===== src/rtl/dcfifo_pkg.sv =====
// Shared types for the single-clock dcfifo: the per-edge operation decode
// used by the pointer/count logic.
package dcfifo_pkg;

  typedef enum logic [1:0] {
    OP_IDLE = 2'b00,
    OP_WR   = 2'b01,
    OP_RD   = 2'b10,
    OP_WRRD = 2'b11
  } fifo_op_e;

  function automatic fifo_op_e fifo_op(input logic wr, input logic rd);
    return fifo_op_e'({rd, wr});
  endfunction

endpackage


===== src/rtl/dcfifo_ram.sv =====
// Simple dual-port register array: one write port and one registered read port.
// Optional write-through forwards same-edge write data to the read register.
module dcfifo_ram #(
  parameter int width         = 36,
  parameter int depth         = 4,
  parameter int addr_w        = 2,
  parameter bit write_through = 1'b0
) (
  input  logic              clk,
  input  logic              reset,
  input  logic              wr_en,
  input  logic [addr_w-1:0] wr_addr,
  input  logic [width-1:0]  wr_data,
  input  logic              rd_en,
  input  logic [addr_w-1:0] rd_addr,
  output logic [width-1:0]  rd_data
);

  logic [width-1:0] mem [depth];

  always_ff @(posedge clk) begin
    if (wr_en) mem[wr_addr] <= wr_data;
  end

  // Read register is cleared on reset; the array itself is not.
  always_ff @(posedge clk) begin
    if (reset) begin
      rd_data <= '0;
    end else if (rd_en) begin
      if (write_through && wr_en && (wr_addr == rd_addr)) rd_data <= wr_data;
      else                                                rd_data <= mem[rd_addr];
    end
  end

endmodule


===== src/rtl/dcfifo.sv =====
// Single-clock FIFO with the dcfifo interface: pointer, count and flag logic
// around a dual-port register array; normal or show-ahead read mode.
module dcfifo
  import dcfifo_pkg::*;
#(
  parameter int    lpm_width               = 36,
  parameter int    lpm_numwords            = 4,
  parameter int    lpm_widthu              = 2,
  parameter string lpm_showahead           = "OFF",
  parameter string overflow_checking       = "ON",
  parameter string underflow_checking      = "ON",
  parameter string intended_device_family  = "Cyclone V",
  parameter string lpm_type                = "dcfifo",
  parameter string clocks_are_synchronized = "TRUE",
  parameter int    rdsync_delaypipe        = 0,
  parameter int    wrsync_delaypipe        = 0,
  parameter string use_eab                 = "ON"
) (
  input  logic                  clk,
  input  logic                  reset,
  input  logic [lpm_width-1:0]  data,
  input  logic                  wrreq,
  input  logic                  rdreq,
  output logic [lpm_width-1:0]  q,
  output logic                  rdempty,
  output logic                  wrempty,
  output logic                  rdfull,
  output logic                  wrfull,
  output logic [lpm_widthu-1:0] rdusedw,
  output logic [lpm_widthu-1:0] wrusedw
);

  localparam bit SHOW_AHEAD = (lpm_showahead == "ON");
  localparam logic [lpm_widthu-1:0] LAST = lpm_widthu'(lpm_numwords - 1);
  localparam logic [lpm_widthu-1:0] ONE  = lpm_widthu'(1);

  // Compatibility parameters are only range-checked; protection is always on.
  localparam bit PARAMS_OK =
    (lpm_numwords >= 2) && ((1 << lpm_widthu) == lpm_numwords) &&
    (lpm_showahead == "ON" || lpm_showahead == "OFF") &&
    (overflow_checking == "ON" || overflow_checking == "OFF") &&
    (underflow_checking == "ON" || underflow_checking == "OFF") &&
    (intended_device_family != "") && (lpm_type != "") &&
    (clocks_are_synchronized != "") && (use_eab != "") &&
    (rdsync_delaypipe >= 0) && (wrsync_delaypipe >= 0);

  if (!PARAMS_OK) begin : g_bad_params
    $error("dcfifo: inconsistent parameters (lpm_numwords/lpm_widthu/mode strings)");
  end

  logic [lpm_widthu-1:0] wr_ptr, rd_ptr, rd_ptr_next, usedw_r;
  logic                  empty_r, full_r;
  logic                  wr_acc, rd_acc;
  logic                  ram_rd_en;

  assign rd_acc      = !reset && rdreq && !empty_r;
  assign wr_acc      = !reset && wrreq && (!full_r || rd_acc);
  assign rd_ptr_next = rd_acc ? rd_ptr + 1'b1 : rd_ptr;

  // Show-ahead keeps the read register loaded with the post-edge head word.
  assign ram_rd_en = SHOW_AHEAD ? (rd_acc || wr_acc) : rd_acc;

  dcfifo_ram #(
    .width        (lpm_width),
    .depth        (lpm_numwords),
    .addr_w       (lpm_widthu),
    .write_through(SHOW_AHEAD)
  ) u_ram (
    .clk    (clk),
    .reset  (reset),
    .wr_en  (wr_acc),
    .wr_addr(wr_ptr),
    .wr_data(data),
    .rd_en  (ram_rd_en),
    .rd_addr(SHOW_AHEAD ? rd_ptr_next : rd_ptr),
    .rd_data(q)
  );

  always_ff @(posedge clk) begin
    if (reset) begin
      wr_ptr  <= '0;
      rd_ptr  <= '0;
      usedw_r <= '0;
      empty_r <= 1'b1;
      full_r  <= 1'b0;
    end else begin
      if (wr_acc) wr_ptr <= wr_ptr + 1'b1;
      rd_ptr <= rd_ptr_next;
      // usedw wraps to 0 at full; full_r disambiguates it from empty.
      unique case (fifo_op(wr_acc, rd_acc))
        OP_WR: begin
          usedw_r <= usedw_r + 1'b1;
          empty_r <= 1'b0;
          full_r  <= (usedw_r == LAST);
        end
        OP_RD: begin
          usedw_r <= usedw_r - 1'b1;
          full_r  <= 1'b0;
          empty_r <= (usedw_r == ONE);
        end
        default: ;
      endcase
    end
  end

  assign rdempty = empty_r;
  assign wrempty = empty_r;
  assign rdfull  = full_r;
  assign wrfull  = full_r;
  assign rdusedw = usedw_r;
  assign wrusedw = usedw_r;

endmodule


===== config.mk =====
export PLATFORM = sky130hd
export DESIGN_NAME = dcfifo
export DESIGN_NICKNAME = d
export VERILOG_FILES = /design/src/rtl/dcfifo_pkg.sv /design/src/rtl/dcfifo_ram.sv /design/src/rtl/dcfifo.sv
export SDC_FILE = /design/constraint.sdc
export NUM_CORES = 1
export LEC_CHECK = 0
export ABC_AREA = 1
export CAP_MARGIN = 15
export CELL_PAD_IN_SITES_DETAIL_PLACEMENT = 2
export CELL_PAD_IN_SITES_GLOBAL_PLACEMENT = 2
export CORE_UTILIZATION = 38
export DETAILED_ROUTE_END_ITERATION = 10
export DONT_BUFFER_PORTS = 1
export PLACE_DENSITY = 0.85
export SYNTH_ARGS = -nofsm -noshare
export SYNTH_HDL_FRONTEND = slang
export SYNTH_SLANG_ARGS = --single-unit

===== constraint.sdc =====
create_clock -name clk -period 2.8 [get_ports clk]
set_input_delay 0.14 -clock clk [delete_from_list [all_inputs] [get_ports clk]]
set_output_delay 0.14 -clock clk [all_outputs]
set_load 0.03 [all_outputs]

### After elaboration in Yosys (flattened, before gate mapping)

Memory sizes are Yosys's and may differ from the RTL's. A register that Yosys moved wholly into a read port is not among the register bits.
Index checks and enable logic that the tools add are counted.

| word-level totals | value |
|---|---|
| flip-flop bits (word level) | 8 |
| latch bits | 0 |
| RAM bits | 144 |
| ROM bits | 0 |
| input bits | 40 |
| output and inout bits | 44 |
| memories | 1 |

| cells by class | value |
|---|---|
| add/subtract/negate cells | 4 |
| multipliers | 0 |
| div/mod/pow operators | 0 |
| magnitude comparators | 0 |
| eq/ne operators | 4 |
| shift-type cells | 0 |
| mux-type cells | 5 |
| bitwise logic cells | 0 |
| reduce and logical (&&, ||, !) cells | 9 |

Memories:

| name | depth | width | read ports | clocked after memory_dff | wr ports | RTL line | text |
|---|---|---|---|---|---|---|---|
| u_ram.mem | 4 | 36 | 1 | 1 | 1 | dcfifo_ram.sv:19 | `logic [width-1:0] mem [depth];` |

Operator list:

| kind | count |
|---|---|
| 2-bit by 1-bit adder with 2-bit output (second input constant) | 3 |
| 2-bit by 1-bit equality test with 1-bit output (second input constant) | 2 |
| 2-bit equality test (second input constant) | 2 |
| 1-bit logical AND | 4 |
| 1-bit one-hot mux with 2 select lines | 2 |
| 2-bit one-hot mux with 2 select lines | 1 |
| 1-bit logical NOT | 3 |
| 1-bit 2-to-1 mux | 2 |
| 2-bit nonzero test | 1 |
| 2-bit by 1-bit subtractor with 2-bit output (second input constant) | 1 |
| 1-bit logical OR | 1 |

### Depth between registers and ports, before layout

Gate-level depths: netlist (run 1).

| logic depth | value |
|---|---|
| depth after elaboration | 7 |
| depth in mapped cells | 9 |
| gate-level depth less buffers | 9 |

### Modules after synthesis

From an unflattened synthesis (run 1), not the netlist that was laid out.

| second synthesis, totals | value |
|---|---|
| cell total of the unflattened synthesis | 605 |
| area, all modules | 7195.7 µm² |

By module, submodules not included:

| module | instances | cells each | area each (µm²) | seq. area each (µm²) |
|---|---|---|---|---|
| dcfifo_ram | 1 | 547 | 6752.7 | 5044.8 |
| dcfifo | 1 | 58 | 442.9 | 160.2 |

### Worst setup path after synthesis (run 1)

No wires, ideal clock.

| path | value |
|---|---|
| path type | reg2reg |
| start point | register empty_r, in the netlist rdempty |
| end point | memory u_ram.mem[0][0] (enable) |
| setup time | 0.429 ns |
| arrival time | 2.410 ns |
| data required time | 2.371 ns |
| setup slack | -0.039 ns |
| stages on the path, launching flop included | 6 |
| clock period less this slack | 2.839 ns |
| path through | dfxtp_1 > inv_1 > nand3_4 > nand2_1 > nand2_2 > nor2_1 |

| on the way | value |
|---|---|
| word-level cells in the longest chain between the ends | 6 |

Ends and longest elaborated chain:

| what | RTL line | text |
|---|---|---|
| start: declaration | dcfifo.sv:52 | `logic empty_r, full_r;` |
| start signal: assignment | dcfifo.sv:99 | `empty_r <= (usedw_r == ONE);` |
| 1-bit logical NOT | dcfifo.sv:56 | `assign rd_acc = !reset && rdreq && !empty_r;` |
| 1-bit logical AND | dcfifo.sv:56 |  |
| 1-bit logical OR | dcfifo.sv:57 | `assign wr_acc = !reset && wrreq && (!full_r \|\| rd_acc);` |
| 1-bit logical AND | dcfifo.sv:57 |  |
| 1-bit 2-to-1 mux | dcfifo_ram.sv:22 | `if (wr_en) mem[wr_addr] <= wr_data;` |
| 1-bit 2-to-1 mux (not written as such) | dcfifo_ram.sv:22 |  |
| end: declaration | dcfifo_ram.sv:19 |  |

No other way between the ends.

### Worst setup path in the final report (run 1)

| path | value |
|---|---|
| start point | register empty_r, in the netlist rdempty |
| end point | memory u_ram.mem[2][3] (enable) |

The elaborated chain is that of the path after synthesis.

==> impl_results.md, run 1 <==
- Outcome: finished clean
- DRC viols: 0
- Worst VDD drop: 0.4248 mV
- Post-layout util: 0.4517
- Hold Fails Final Rpt: 0
- Max-cap violations: 0
- Pre-CTS WS: between 0.7 and 0.8 ns
- Initial antenna violation count: 0
- Clk_lat worst skew: roughly 0.43 ns
- Grt ovf: 0
- Synth-to-Final Area Change: 16.13%
- Worst slew pin tran: 0.8508 ns
- Die H: 140.4 µm
- Cts repair resizes: 0
- Dpl hpwl: 11980 µm
- RSZ-0062 raised after global routing: false
- Post CTS Setup Buffer Count: 0
- Final-layout fill cell count: roughly 1900
- Lkg Pwr: ~3 nW
- Drt wl/cell: 22.45 µm
- Worst-path clk slew: roughly 0.070 ns
- Initial Util: 0.3890
- Core footprint: 0.01871 mm²
- Root Driver: clkbuf_16
- FMAX: 465.0 MHz
- Critical Path End Type: flip-flop
- Mean area per synthesized cell: 11.97 µm²
- WP data arrival: about 2.3 ns
- Ratio of cells with drive above 1 in the final layout: 0.1135
- Pwr Density: about 700 mW/mm²
- #FFs+latches synth: 188
- GRT Resource Usage Total: 0.2158
- CTS sink count: 188
- Site Rows: 50
- Post-synth ARST share: 0
- YS warnings: 0
- Antenna Nets Post-Route: 0
- Final count of pins violating max slew: 0
- Pre-antenna DRT Iters: 4
- Antenna Cells: 0
- Fin crit share: 0.7680
- Number of synthesized flops with an enable pin: 144
- Setup Viol. Count Final: 0
- Synth unique cells: 22
- CTS Buffer Depth: 2
- I/O pins: 84
- Final Skew: roughly 0.012 ns
- Largest stage delay, worst path: 0.59 ns
- Nets: 687
- Vias per inst: roughly 5.3
- Critical path buffers and inverters: 2
- Largest fanout on the critical path: 20
- Cts bufs inserted: 17
- Post-Syn Area: ~0.0073 mm²
- Minimum clock period: ~2.2 ns
- Post-route insts no fill: 886
- Die Wd: 140.4 µm
- GPL Wtd Cong: 0.7827
- 1st-iter DRT viols: 185
- Final WS setup: 0.6495 ns
- Critical path's slowest cell: nor2_4
- Via count: 4721
- Post-synthesis sequential area ratio: 0.7154
- Worst rel slew slack: 0.4308
- Post-Synthesis Cells: 608
- Synth Net Count: around 660
- Ordered cell list for the critical path: inv_1 -> nand3_4 -> nand2_1 -> nand2_2 -> nor2_4 -> buf_12
- Port-buffer cells: 0
- CP Launch Type: flip-flop
- Min-delay worst type: input port to flip-flop
- TritonCTS clock tree: yes
- H-tree levels: 4
- CTS Hold Bufs: 39
- Vias in the first global route: 5436
- Largest net degree at the start of global routing: just under 50
- Final wirelength: 19900 µm
- Placed cells: approximately 820
- Die ar.: 0.01970 mm²
- Required time of the critical path: ~3 ns
- Crit Path Category: flip-flop to flip-flop
- CP delay by family, top: simple AND/OR/NAND/NOR gates
- Global-route wire length before repair: 31350 µm
- Ys flop type: edfxtp_1
==> power by group <==
group	internal, W	switching, W	total, W
Combinational	0.000111	0.000232	0.000343
Sequential	0.00309	0.000102	0.00319
Clock	0.00126	0.00107	0.00233
==> state kept, by name, summed over array words and instances (netlist names) <==
signal	flops
rdfull	1
u_ram.mem	144
wr_ptr	2
rd_ptr	2
u_ram.rd_data	36
rdusedw	2
rdempty	1
==> final timing paths <==
check             startpoint         endpoint  slack [ns]  cells past startpoint
setup reg to reg     rdempty  u_ram.mem[2][3]        0.65                      6
hold reg to reg    wr_ptr[1]        wr_ptr[1]        0.55                      2
setup / recovery     rdempty  u_ram.mem[2][3]        0.65                      6
hold / removal         wrreq        wr_ptr[1]        0.07                      4
==> synthesized netlist by cell type, types with 2 or more instances <==
| cell | n | area [µm²] |
|---|---|---|
| dfxtp_1 | 44 | 880.8 |
| a21oi_1 | 6 | 30.03 |
| nand3_1 | 128 | 640.6 |
| inv_1 | 12 | 45.04 |
| buf_6 | 2 | 22.52 |
| nand3_2 | 20 | 200.2 |
| nor2_1 | 10 | 37.54 |
| buf_2 | 19 | 95.09 |
| edfxtp_1 | 144 | 4324 |
| o21ai_0 | 4 | 20.02 |
| buf_12 | 2 | 40.04 |
| ha_1 | 8 | 100.1 |
| buf_4 | 7 | 52.55 |
| clkbuf_1 | 7 | 26.28 |
| nand2_1 | 184 | 690.7 |
| inv_2 | 4 | 15.01 |
| buf_1 | 2 | 7.510 |
==> layout by cell type (no fill, tap or decap), types with 2 or more instances in the layout <==
| master | count |
|---|---|
| a21oi_1 | 6 |
| buf_12 | 4 |
| buf_4 | 8 |
| clkbuf_1 | 3 |
| clkbuf_16 | 17 |
| clkinvlp_4 | 4 |
| dfxtp_1 | 42 |
| dfxtp_2 | 2 |
| dlygate4sd3_1 | 39 |
| edfxtp_1 | 144 |
| ha_1 | 8 |
| inv_1 | 12 |
| inv_2 | 4 |
| inv_6 | 4 |
| nand2_1 | 183 |
| nand2_2 | 2 |
| nand3_1 | 128 |
| nand3_2 | 20 |
| nor2_1 | 6 |
| nor2_4 | 4 |
| o21ai_0 | 4 |
==> logic make-up (layout without fill, tap and decap cells) <==
family                     after synthesis  count (layout)  synth area share
buffers and inverters                   55              99           0.04179
AOI/OAI and AO/OA                       12              12          0.008943
xor gates and xnor gates                 1               1          0.001204
adders and majority gates                8               8           0.01376
and+or+nand+nor                        344             344            0.2189
DFF                                    188             188            0.7154
==> metal layers <==
metal / GRT usage / up-vias / share of wire
met2: 0.4039 / 97 / 0.55
met1: 0.2425 / 2432 / 0.41
met5: 0 / - / 0
met4: 0.07345 / 0 / 0.016
met3: 0.04410 / 23 / 0.031
li1: - / 2169 / -
==> worst min-delay path: stages <==
cell and delay [ns]:
inv_1 0.04, nor2_1 0.09, nand3_1 0.12, nand2_1 0.06
==> through the flow <==
stage / power [W] / cell area [µm²] / hold WS (ns) / TNS [ns]
3_3_place_gp: 0.003485 / 7500 / 0.2391 / 0
6_report: 0.005864 / 8449 / 0.07085 / 0
4_1_cts: 0.005913 / 8449 / 0.04766 / 0
5_1_grt: 0.006045 / 8449 / 0.07525 / 0
3_5_place_dp: 0.003520 / 7500 / 0.2391 / 0
2_1_floorplan: 0.003433 / 7276 / 0.2389 / -5.659
==> area by class of cell <==
| type | count | area, µm² | area share |
|---|---|---|---|
| clock buffers | 21 | 450.4 | 0.05331 |
| well taps | 234 | 292.8 | 0.03465 |
| multi-input cells | 365 | 1799 | 0.2129 |
| flip-flops and latches | 188 | 5207 | 0.6163 |
| inverters | 16 | 60.06 | 0.007108 |
| repair buffers | 51 | 530.5 | 0.06279 |
| clock inverters | 11 | 108.9 | 0.01288 |
No activity file was read; power rests on OpenSTA's default activity.
==> run 2: changes to the inputs <==
- clock period: 2.8 -> 1.7 ns (I/O delays scaled with it)
==> run 2 against run 1 <==
Compared with the run above:
- die area did not move
- first-iteration DRC count up 30%
- via count grew 3.8%
- non-clock buffer count is 14 higher
- worst hold slack got worse by 0.050 ns
- critical path type unchanged
- largest power group unchanged
==> impl_results.md, run 2 (synthesis results as in run 1) <==
- Via count: 4901 (was 4721)
- Critical Path End Type: flip-flop (unchanged)
- Vias per inst: 5.446 (was 5.328)
- RSZ-0062 raised after global routing: false (unchanged)
- Core footprint: 0.01871 mm² (unchanged)
- Root Driver: clkbuf_16 (unchanged)
- Port-buffer cells: 0 (unchanged)
- Final Skew: 0.01062 ns (was 0.01184 ns)
- Final-layout fill cell count: 1827 (was 1873)
- Cts bufs inserted: 17 (unchanged)
- Most frequent cells in the layout: nand2_1 (182), edfxtp_1 (144), nand3_1 (128), dfxtp_1 (41), dlygate4sd3_1 (38) (was nand2_1 (183), edfxtp_1 (144), nand3_1 (128), dfxtp_1 (42), dlygate4sd3_1 (39))
- Max-cap violations: 0 (unchanged)
- Die Wd: 140.4 µm (unchanged)
- Final wirelength: 21770 µm (was 19900 µm)
- Leading cell type in the layout, fill and taps excluded: nand2_1 (unchanged)
- CP Launch Type: flip-flop (unchanged)
- Ordered cell list for the critical path: inv_4 -> nand3_4 -> nand2_4 -> nand2_8 -> nor2_4 -> buf_4 (was inv_1 -> nand3_4 -> nand2_1 -> nand2_2 -> nor2_4 -> buf_12)
- Initial Util: 0.3890 (unchanged)
- CTS sink count: 188 (unchanged)
- Top reg by flops: u_ram.mem (unchanged)
- Reg2reg path depth: 6 (unchanged)
- H-tree levels: 4 (unchanged)
- Clk_lat worst skew: 0.44 ns (was 0.43 ns)
- Max reg flops: 144 (unchanged)
- Antenna Cells: 0 (unchanged)
- Die ar.: 0.01970 mm² (unchanged)
- Ratio of cells with drive above 1 in the final layout: 0.1381 (was 0.1135)
- Die H: 140.4 µm (unchanged)
- Synth-to-Final Area Change: 18.71% (was 16.13%)
- Hold Crit Depth: 4 (unchanged)
- Site Rows: 50 (unchanged)
- Setup TNS Final: 0 ns (unchanged)
- Lkg Pwr: 3.192 nW (was 3.086 nW)
- Initial antenna violation count: 0 (unchanged)
- Final count of pins violating max slew: 0 (unchanged)
- R2R Path End: u_ram.mem[0][5] (was u_ram.mem[2][3])
- Fin crit share: 0.9146 (was 0.7680)
- GPL Wtd Cong: 0.7530 (was 0.7827)
- Setup Viol. Count Final: 0 (unchanged)
- Critical path buffers and inverters: 2 (unchanged)
- TritonCTS clock tree: yes (unchanged)
- CTS Buffer Depth: 2 (unchanged)
- Crit Reg-Reg Startpoint: rdempty (unchanged)
- Reg2reg setup slack: 0.15 ns (was 0.65 ns)
- Pwr Density: 1144 mW/mm² (was 694.0 mW/mm²)
- Grt ovf: 0 (unchanged)
- WP data arrival: 1.67 ns (was 2.28 ns)
- Post-layout util: 0.4617 (was 0.4517)
- GRT Resource Usage Total: 0.2319 (was 0.2158)
- Minimum clock period: 1.555 ns (was 2.151 ns)
- Pre-antenna DRT Iters: 4 (unchanged)
- Outcome: finished clean (unchanged)
- Global-route wire length before repair: 33130 µm (was 31350 µm)
- Required time of the critical path: 1.82 ns (was 2.93 ns)
- Worst slew pin tran: 0.6002 ns (was 0.8508 ns)
- DRC viols: 0 (unchanged)
- Worst VDD drop: 0.7872 mV (was 0.4248 mV)
- Antenna Nets Post-Route: 0 (unchanged)
- Critical path's slowest cell: dfxtp_4 (was nor2_4)
- Crit Path Category: flip-flop to flip-flop (unchanged)
- Worst-path clk slew: 0.07 ns (about the same)
- Biggest regs: u_ram.mem (144), u_ram.rd_data (36) (unchanged)
- FMAX: 643.2 MHz (was 465.0 MHz)
- Largest stage delay, worst path: 0.36 ns (was 0.59 ns)
- CP delay by family, top: simple AND/OR/NAND/NOR gates (unchanged)
- Worst hold start: reset (was wrreq)
- Drt wl/cell: 24.18 µm (was 22.45 µm)
- Vias in the first global route: 5569 (was 5436)
- Largest net degree at the start of global routing: 54 (was 49)
- Min-delay worst type: input port to flip-flop (unchanged)
- Hold Fails Final Rpt: 0 (unchanged)
- 1st-iter DRT viols: 241 (was 185)
- Worst rel slew slack: 0.5999 (was 0.4308)
- Hold Path End: wr_ptr[1] (unchanged)
- Largest fanout on the critical path: 14 (was 20)
- I/O pins: 84 (unchanged)
- Nets: 701 (was 687)
- Dpl hpwl: 13090 µm (was 11980 µm)
## run 2: per-stage QoR
step / power (W) / cells / setup WS, ns / hold slack [ns] / area (µm²)
2_1_floorplan: 0.005672 / 608 / 0.002107 / 0.1839 / 7333
6_report: 0.009884 / 900 / 0.1452 / 0.02062 / 8637
3_3_place_gp: 0.005788 / 830 / 0.2387 / 0.1841 / 7665
5_1_grt: 0.01014 / 900 / 0.06418 / 0.02241 / 8637
4_1_cts: 0.009952 / 900 / 0.07803 / 0.001416 / 8625
3_5_place_dp: 0.005852 / 830 / 0.1225 / 0.1840 / 7665
## run 2: repair_timing
item / 4_1_cts / 5_1_grt
hold buffers: 38 / 0
buffers inserted: 0 / 0
resized for setup: 0 / 1
setup endpoints to repair: 0 / 1
endpoints found under the hold margin: 147 / 0
## run 2: metal layers
metal,vias up,GRT usage,part of all wire
li1,2197,-,-
met5,-,0,0
met2,148,0.4242,0.53
met3,54,0.05333,0.039
met1,2502,0.2552,0.40
met4,0,0.1047,0.035
## run 2: where the power goes
group / switching, W / internal, W
clock network: 0.00175 / 0.00225
logic: 0.000450 / 0.000211
registers: 0.000142 / 0.00508
total: 0.00234 / 0.00755
## run 2: worst max path at each step
stage | cells after the start | startpoint | slack [ns] | to
floorplan | 5 | rdempty | 0.002 | u_ram.mem[0][0]
global placement | 8 | rdempty | 0.24 | rdfull
detailed placement | 8 | rdempty | 0.12 | rdusedw[0]
CTS | 8 | rdempty | 0.08 | rdempty
global route | 8 | rdempty | 0.06 | rdusedw[0]
finish | 6 | rdempty | 0.15 | u_ram.mem[0][5]
## run 2: layout make-up
class                      instances  area (µm²)  share of cell area
sequential                       188        5211              0.6034
multi-input combinational        365        1833              0.2122
timing repair buffer              65       658.1             0.07620
clock buffer                      22       464.2             0.05374
tap                              234       292.8             0.03390
clock inverter                    10       115.1             0.01333
inverter                          16       62.56            0.007243
## run 2: tightest hold or removal path, delay by kind of cell
| family | cells | cell delay (ns) |
|---|---|---|
| AND/OR/NAND/NOR | 3 | 0.17 |
| buffers and inverters | 1 | 0.16 |
